$ cat config.mk
export PLATFORM = sky130hd
export DESIGN_NAME = host_specific_top_rx_from_host
export DESIGN_NICKNAME = d
export VERILOG_FILES = /design/src/rtl/host_specific_top_rx_from_host.sv
export SDC_FILE = /design/constraint.sdc
export NUM_CORES = 1
export LEC_CHECK = 0
export CORE_AREA = 10 10 443 445
export CTS_CLUSTER_DIAMETER = 150
export DETAILED_ROUTE_END_ITERATION = 10
export DIE_AREA = 0 0 453 455
export PLACE_DENSITY_LB_ADDON = 0.3
export SKIP_CTS_REPAIR_TIMING = 1
export SYNTH_ARGS = -nofsm -noshare
export SYNTH_HDL_FRONTEND = slang
export SYNTH_SLANG_ARGS = --single-unit
export TNS_END_PERCENT = 30
$ cat constraint.sdc
create_clock -name clk -period 5.3 [get_ports clk]
set_input_delay 0.795 -clock clk [delete_from_list [all_inputs] [get_ports clk]]
set_output_delay 0.795 -clock clk [all_outputs]
set_load 0.05 [all_outputs]
$ cat src/rtl/host_specific_top_rx_from_host.sv
// Host-side receive front end: captures one host command packet, validates and
// decodes it, tracks the link encryption-enable state, builds a 128-bit frame
// (optionally XOR-encrypted) and emits it as two SECDED Hamming(72,64) codewords.
module host_specific_top_rx_from_host #(
  parameter logic [7:0]   OP_ENCRYPT  = 8'h01,
  parameter logic [7:0]   OP_READ_YAW = 8'h03,
  parameter logic [47:0]  BROADCAST   = 48'hFFFF_FFFF_FFFF,
  parameter logic [111:0] ENC_KEY     = {14{8'h5A}}
) (
  input  logic          clk,
  input  logic          reset,
  input  logic [1023:0] input_data,
  input  logic          send_packet,
  output logic [143:0]  encoded_output,
  output logic          error,
  output logic          done
);

  typedef enum logic [1:0] {
    S_IDLE   = 2'd0,
    S_DECODE = 2'd1,
    S_ENCODE = 2'd2,
    S_DONE   = 2'd3
  } state_t;

  state_t        state_r;
  state_t        next_state_s;
  logic          capture_s;
  logic          decode_s;
  logic          finish_s;
  logic [71:0]   pkt_r;
  logic          valid_r;
  logic          encrypt_en_r;
  logic [7:0]    seq_r;
  logic [7:0]    opcode_s;
  logic [47:0]   target_s;
  logic [7:0]    size_s;
  logic [7:0]    payload_s;
  logic          valid_s;
  logic          new_en_s;
  logic [63:0]   w0_s;
  logic [63:0]   w1_s;
  logic [111:0]  mix_s;
  logic          unused_bits_s;

  // Only the first nine bytes of the packet carry meaning.
  assign unused_bits_s = ^input_data[1023:72];

  // Hamming(72,64) SECDED: parity at power-of-two positions, data fills the
  // remaining positions 3..71 ascending, overall parity in bit 0.
  function automatic logic [71:0] secded_encode(input logic [63:0] data);
    logic [71:0] cw;
    logic [5:0]  j;
    logic        par;
    cw = 72'd0;
    j  = 6'd0;
    for (logic [6:0] p = 7'd1; p < 7'd72; p++) begin
      if ((p & (p - 7'd1)) != 7'd0) begin
        cw[p] = data[j];
        j     = j + 6'd1;
      end else begin
        cw[p] = 1'b0;
      end
    end
    for (logic [2:0] k = 3'd0; k < 3'd7; k++) begin
      par = 1'b0;
      for (logic [6:0] p = 7'd1; p < 7'd72; p++) begin
        if (p[k]) begin
          par = par ^ cw[p];
        end else begin
          par = par;
        end
      end
      cw[7'd1 << k] = par;
    end
    cw[0] = ^cw[71:1];
    return cw;
  endfunction

  // State register.
  always_ff @(posedge clk or posedge reset) begin
    if (reset) state_r <= S_IDLE;
    else       state_r <= next_state_s;
  end

  // Next-state logic; strobes outside IDLE are ignored.
  always_comb begin
    next_state_s = state_r;
    case (state_r)
      S_IDLE:   next_state_s = send_packet ? S_DECODE : S_IDLE;
      S_DECODE: next_state_s = S_ENCODE;
      S_ENCODE: next_state_s = S_DONE;
      S_DONE:   next_state_s = S_IDLE;
      default:  next_state_s = S_IDLE;
    endcase
  end

  // FSM control strobes for the datapath.
  always_comb begin
    capture_s = 1'b0;
    decode_s  = 1'b0;
    finish_s  = 1'b0;
    case (state_r)
      S_IDLE:   capture_s = send_packet;
      S_DECODE: decode_s  = 1'b1;
      S_ENCODE: finish_s  = 1'b1;
      S_DONE:   finish_s  = 1'b0;
      default:  finish_s  = 1'b0;
    endcase
  end

  // Packet field split and validation against the opcode rules.
  always_comb begin
    opcode_s  = pkt_r[7:0];
    target_s  = pkt_r[55:8];
    size_s    = pkt_r[63:56];
    payload_s = pkt_r[71:64];
    valid_s   = 1'b0;
    new_en_s  = encrypt_en_r;
    case (opcode_s)
      OP_ENCRYPT: begin
        valid_s  = (target_s == BROADCAST) && (size_s == 8'd1) && (payload_s[7:1] == 7'd0);
        new_en_s = payload_s[0];
      end
      OP_READ_YAW: begin
        valid_s = (size_s == 8'd0) && (target_s != BROADCAST) && (target_s != 48'd0);
      end
      default: valid_s = 1'b0;
    endcase
  end

  // Outbound frame; the encryption-config acknowledgement always goes out in clear.
  always_comb begin
    w0_s  = {seq_r, target_s, opcode_s};
    w1_s  = {47'd0, encrypt_en_r, payload_s, size_s};
    mix_s = {w1_s, w0_s[55:8]} ^ ENC_KEY;
    if (encrypt_en_r && (opcode_s != OP_ENCRYPT)) begin
      w1_s = mix_s[111:48];
      w0_s = {seq_r, mix_s[47:0], opcode_s};
    end else begin
      w1_s = w1_s;
    end
  end

  // Packet capture, validation result, encryption state and sequence counter.
  always_ff @(posedge clk or posedge reset) begin
    if (reset) begin
      pkt_r        <= 72'd0;
      valid_r      <= 1'b0;
      encrypt_en_r <= 1'b0;
      seq_r        <= 8'd0;
    end else begin
      if (capture_s) pkt_r <= input_data[71:0];
      if (decode_s) begin
        valid_r <= valid_s;
        if (valid_s) encrypt_en_r <= new_en_s;
      end
      if (finish_s && valid_r) seq_r <= seq_r + 8'd1;
    end
  end

  // Registered outputs, updated as the FSM enters DONE and held afterwards.
  always_ff @(posedge clk or posedge reset) begin
    if (reset) begin
      encoded_output <= 144'd0;
      error          <= 1'b0;
      done           <= 1'b0;
    end else begin
      done <= finish_s;
      if (finish_s) begin
        encoded_output <= valid_r ? {secded_encode(w1_s), secded_encode(w0_s)} : 144'd0;
        error          <= ~valid_r;
      end
    end
  end

endmodule

== Word-level counts from Yosys, hierarchy flattened ==
Index checks and enable logic that the tools add are counted.

* Bits in registers: 230
* Bits in latches: 0
* Bits in writable memories: 0
* Memory bits (read-only): 0
* Input bits: 1,027
* Output and inout port bits: 146
* Logic and storage cells: 1,427
* Memories: 0

* Add/subtract/negate cells: 63
* Multipliers: 0
* Div/mod/pow operators: 0
* Magnitude comparators: 63
* Eq/ne operators: 9
* Shift operators: 0
* Multiplexer cells: 861
* Bitwise operators: 410
* Reduce and logical (&&, ||, !) cells: 13

{| class="wikitable"
|+ Operators by type and width
! operator !! count
|-
| $bmux W1 S6 || 126
|-
| $mux W1 || 667
|-
| $lt A6 B7 Y1 const B || 63
|-
| $xor A1 B1 Y1 || 408
|-
| $mux W6 || 63
|-
| $add A6 B1 Y6 const B || 62
|-
| $mux W144 || 1
|-
| $reduce_xor A71 Y1 || 2
|-
| $mux W63 || 1
|-
| $not A32 Y56 || 1
|-
| $mux W55 || 1
|-
| $eq A48 B48 Y1 const B || 1
|-
| $ne A48 B48 Y1 const B || 1
|-
| $reduce_bool A48 Y1 || 1
|-
| $eq A8 B1 Y1 const B || 2
|-
| $add A8 B1 Y8 const B || 1
|-
| $eq A8 B2 Y1 const B || 1
|-
| $logic_not A8 Y1 || 1
|-
| $ne A8 B1 Y1 const B || 1
|-
| $pmux W2 S4 || 1
|-
| $logic_not A7 Y1 || 1
|-
| $logic_and A1 B1 Y1 || 6
|-
| $eq A2 B2 Y1 const B || 2
|-
| $reduce_and A3 Y1 || 1
|-
| other kinds (4) || 4
|}

== Depth between registers and ports, before layout ==
* Depth after elaboration: 134
* Gate-level depth with buffers: 11

== Worst setup path before layout ==
Ideal clock, no wire load.

* Path kind: reg2reg
* From: register seq_r[0]
* To: register encoded_output[0]
* Data arrival time: 2,726 ps
* Data required time: 5,160 ps
* Slack: 2,434 ps
* Stages on the path, launching flop included: 10
* Period minus slack after synthesis: 2,866 ps
* Cell sequence: dfrtp_1 buf_2 xnor3_1 xnor3_2 xnor2_2 xor2_1 xnor3_2 xnor3_1 xnor3_1 o22ai_2

* Word-level cells in the longest chain between the ends: 75
* Elaborated cells between the ends (all ways): 597

{| class="wikitable"
|+ RTL lines
! what !! RTL line !! source
|-
| start: declaration || 34 || <nowiki>logic [7:0] seq_r;</nowiki>
|-
| start signal: assignment || 158 || <nowiki>if (finish_s && valid_r) seq_r <= seq_r + 8'd1;</nowiki>
|-
| $bmux W1 S6 || 59 || <nowiki>cw[p] = data[j];</nowiki>
|-
| $mux W1 (implied by the code) || 59 ||
|-
| $mux W1 || 170 || <nowiki>if (finish_s) begin</nowiki>
|-
| $xor A1 B1 Y1 || 69 || <nowiki>par = par ^ cw[p];</nowiki>
|-
| $mux W1 || 170 ||
|-
| $xor A1 B1 Y1 || 69 ||
|-
| $mux W1 || 170 ||
|-
| $xor A1 B1 Y1 || 69 ||
|-
| [59 not listed] || n/a ||
|-
| $xor A1 B1 Y1 || 69 ||
|-
| $mux W1 || 170 ||
|-
| $xor A1 B1 Y1 || 69 ||
|-
| $mux W1 || 170 ||
|-
| $xor A1 B1 Y1 || 69 ||
|-
| $mux W1 || 170 ||
|-
| $reduce_xor A71 Y1 * || 76 || <nowiki>cw[0] = ^cw[71:1];</nowiki>
|-
| $mux W144 * || 171 || <nowiki>encoded_output <= valid_r ? {secded_encode(w1_s), secded_encode(w0_s)} : 144'd0;</nowiki>
|-
| end signal: assignment || 171 ||
|-
| end: declaration || 14 || <nowiki>output logic [143:0] encoded_output,</nowiki>
|}

Mark *: on every way between the ends. The rest lies on a longest branch, timed or not. The select of a mux whose other input is x is not followed.
A chain may end at the register's enable or synchronous reset.

== Final worst setup path ==
* From: register pkt_r[6]
* To: register encoded_output[0]

* Word-level cells in the longest chain between the ends: 78
* Elaborated cells between the ends (all ways): 600

{| class="wikitable"
|+ RTL lines
! what !! RTL line !! source
|-
| start: declaration || 31 || <nowiki>logic [71:0] pkt_r;</nowiki>
|-
| start signal: assignment || 153 || <nowiki>if (capture_s) pkt_r <= input_data[71:0];</nowiki>
|-
| $ne A8 B1 Y1 || 137 || <nowiki>if (encrypt_en_r && (opcode_s != OP_ENCRYPT)) begin</nowiki>
|-
| $logic_and A1 B1 Y1 || 137 ||
|-
| $mux W55 * || 137 ||
|-
| $bmux W1 S6 || 59 ||
|-
| $mux W1 (implied by the code) || 59 ||
|-
| $mux W1 || 170 ||
|-
| $xor A1 B1 Y1 || 69 ||
|-
| $mux W1 || 170 ||
|-
| [62 not listed] || n/a ||
|-
| $xor A1 B1 Y1 || 69 ||
|-
| $mux W1 || 170 ||
|-
| $xor A1 B1 Y1 || 69 ||
|-
| $mux W1 || 170 ||
|-
| $xor A1 B1 Y1 || 69 ||
|-
| $mux W1 || 170 ||
|-
| $reduce_xor A71 Y1 * || 76 ||
|-
| $mux W144 * || 171 ||
|}

Marked as above.

==> summary.txt <==
Mapped Area -> 0.00962 sq mm
PD cells -> 750 mW/mm^2
Dpl cells -> 3502
Synth Instances -> 889
Leakage -> 0.00490 uW
Vias in the first global route -> 6969
Largest net degree at the start of global routing -> 103
Worst hold path type -> reg -> reg
Final-report max-slew violation count -> 0
Switching share of power -> 42.8%
CTS Buf Count -> 17
WS Path Type -> reg -> reg
WP data arrival -> 4.01 ns
RePlAce Congestion -> 0.707
Critical Path Most Common Cell -> xnor3_1
P&R area growth vs syn -> 54.9%
Required time of the critical path -> 5.65 ns
CTS sink count -> 182
Commonest non-fill, non-tap cell in the layout -> clkdlybuf4s50_1
Root Driver -> clkbuf_16
Final #Nets -> 2066
Worst Min Path Start -> error
Overall routing resource usage -> 4.97%
Drt total wl -> 52000 microns
CP Capture Type -> flop
Period minus WS final -> 3.66 ns
Synthesized area per cell -> 10.8 sq um
Register share of total power -> 22.4%
Initial DRC count -> 224
H-Tree Depth -> 4
Vias post-DR -> 6599
Number of distinct library cells after synthesis -> 32
Internal -> 6390 uW
Core ar. -> 0.187 sq mm
Crit Path Max Fanout -> 11
Slew headroom -> 39.0%
Worst R2R Start -> pkt_r[6]
Clk_lat worst skew -> 0.51 ns
RSZ-0062 raised after global routing -> no
Main flop type after synthesis -> dfrtp_1
Achievable Freq -> 274 MHz
Yosys reg bits -> 182
Status -> complete, no violations
Clk pwr share -> 12.1%
Post-DR wirelength/cell -> 14.7 microns
Layout fillers -> 21700
RR Endpoint -> encoded_output[0]
Multi-input gate area -> 0.00418 sq mm
# port buffers -> 196
Antenna violations before repair -> 40
Starting Density -> 5.14%
WHS -> 0.517 ns
Most frequent cells in the layout -> 196 x clkdlybuf4s50_1, 182 x dfrtp_1, 158 x xnor2_1
Chip Height -> 455 microns
I/O pin count -> 1173
Grt total ovfl -> 0
Post-synth EDFFs -> 0
Layout cells sized above 1 -> 12.6%
Total of max-cap violations -> 0
DRT Pass-1 Iters -> 4
Worst VDD drop -> 0.995 mV
Hold Path Sink -> error
Worst reg-to-reg path cell count -> 10
# DRC -> 0
Worst-path clk slew -> 0.09 ns
Die Wd -> 453 microns
Ys async rst share -> 100%
Logic pwr share -> 65.5%
Period utilization -> 69.0%
Hpwl dp -> 42500 microns
Register area share after synthesis -> 47.3%
Worst Hold Path Cells -> 2
Post-Layout Cell Count -> 3537
Yosys Warn Count -> 0
Clock Tree Buf Depth -> 2
Fin Clk Skew -> 0.0189 ns
Die ar. -> 0.206 sq mm
Vias per inst -> 1.87
Global-route wire length before repair -> 67400 microns
Final-report hold violation count -> 0
Total negative setup slack -> 0 ns
Crit-path slowest cell -> a21boi_4
Number of core rows -> 159
Critical path's largest stage delay -> 0.58 ns
Post-layout util -> 7.96%
Crit-path cells -> inv_1 -> ha_1 -> and4bb_2 -> a21boi_4 -> xnor2_1 -> xnor2_1 -> xnor3_1 -> xnor3_1 -> xnor3_1 -> o22ai_2
Critical Path Start Type -> flop
Net Switching -> 4780 uW
Register Area -> 0.00455 sq mm
Worst-margin pin slew -> 0.916 ns
Final setup fails -> 0
CTS tree -> built
FF-to-FF setup slack -> 1.64 ns
Routed Antenna Nets -> 0
power groups by stage:
stage               clock, uW  combinational, uW  sequential [uW]
detailed placement          0               7450             2600
global route             1470               7790             2570
floorplan                   0               6500             1960
global placement            0               7460             2590
finish                   1350               7320             2500
CTS                      1450               7490             2570
cell type report:
type / count / share of cell area [%]
multi-input combinational: 512 / 28.1
antenna: 4 / 0.0672
clock buffer: 18 / 2.95
sequential: 182 / 30.6
timing repair buffer: 207 / 13.8
inverter: 106 / 2.70
tap: 2495 / 21.0
clock inverter: 13 / 0.899
cells in the mapped netlist (2+ instances only):
master	instances	share of area, %
buf_4	49	3.8
mux2_2	75	8.8
xor2_1	20	1.8
nor4_1	16	1.0
xnor3_2	3	0.74
o21ai_0	48	2.5
nor2_1	3	0.12
buf_1	3	0.12
xnor2_1	158	14
o22ai_1	48	3.1
xnor3_1	13	3.0
clkbuf_1	57	2.2
inv_1	106	4.1
and2_1	2	0.13
nand3_1	13	0.68
buf_2	2	0.10
ha_1	13	1.7
dfrtp_1	182	47
nand2_1	47	1.8
and3_1	2	0.13
nand4_1	17	1.1
xnor2_2	2	0.34
critical path, delay by kind of cell (launching register included):
family | cells | cell delay [ns]
adders and majority gates | 1 | 0.20
DFF | 1 | 0.43
buffers and inverters | 1 | 0.12
and+or+nand+nor | 1 | 0.27
AOI/OAI and AO/OA | 2 | 0.65
xor gates and xnor gates | 5 | 1.82
stage by stage:
step	worst slack [ns]	area [sq um]	total power [uW]
final	1.64	14900	11200
after detailed placement	1.50	14300	10100
after CTS	1.45	14900	11500
after floorplan	2.17	9710	8450
after global routing	1.33	14900	11800
after global placement	1.49	14300	10100
state kept, by name (all words and copies together) (netlist names):
signal / cells
state_r: 2
pkt_r: 72
error: 1
valid_r: 1
seq_r: 8
done: 1
encrypt_en_r: 1
encoded_output: 96
worst max path at each step:
stage             start                 to  slack [ns]
6_report       pkt_r[6]  encoded_output[0]        1.64
5_1_grt        pkt_r[6]  encoded_output[0]        1.33
4_1_cts        pkt_r[6]  encoded_output[0]        1.45
3_5_place_dp   pkt_r[6]  encoded_output[0]        1.50
3_3_place_gp   pkt_r[6]  encoded_output[0]        1.49
2_1_floorplan     reset               done        2.17
layer usage:
metal / global-route usage, % / wire length, microns / vias up
li1: - / - / 3096
met1: 4.31 / 16100 / 3266
met2: 10.8 / 32300 / 152
met3: 1.57 / 2910 / 67
met4: 0.835 / 566 / 18
met5: 0 / 117 / -
cells by family (layout without fill, tap and decap cells):
| logic type | after synthesis | in the layout | share of synthesized area, % |
|---|---|---|---|
| simple gates | 105 | 105 | 5.45 |
| xor+xnor | 196 | 196 | 20.3 |
| other cells | 1 | 28 | 0.0390 |
| fa+ha+maj | 13 | 13 | 1.69 |
| mux | 75 | 75 | 8.78 |
| compound gates | 99 | 99 | 5.91 |
| flops | 182 | 182 | 47.3 |
| buf+inv | 218 | 344 | 10.5 |
Power figures use the tool's default switching activity.
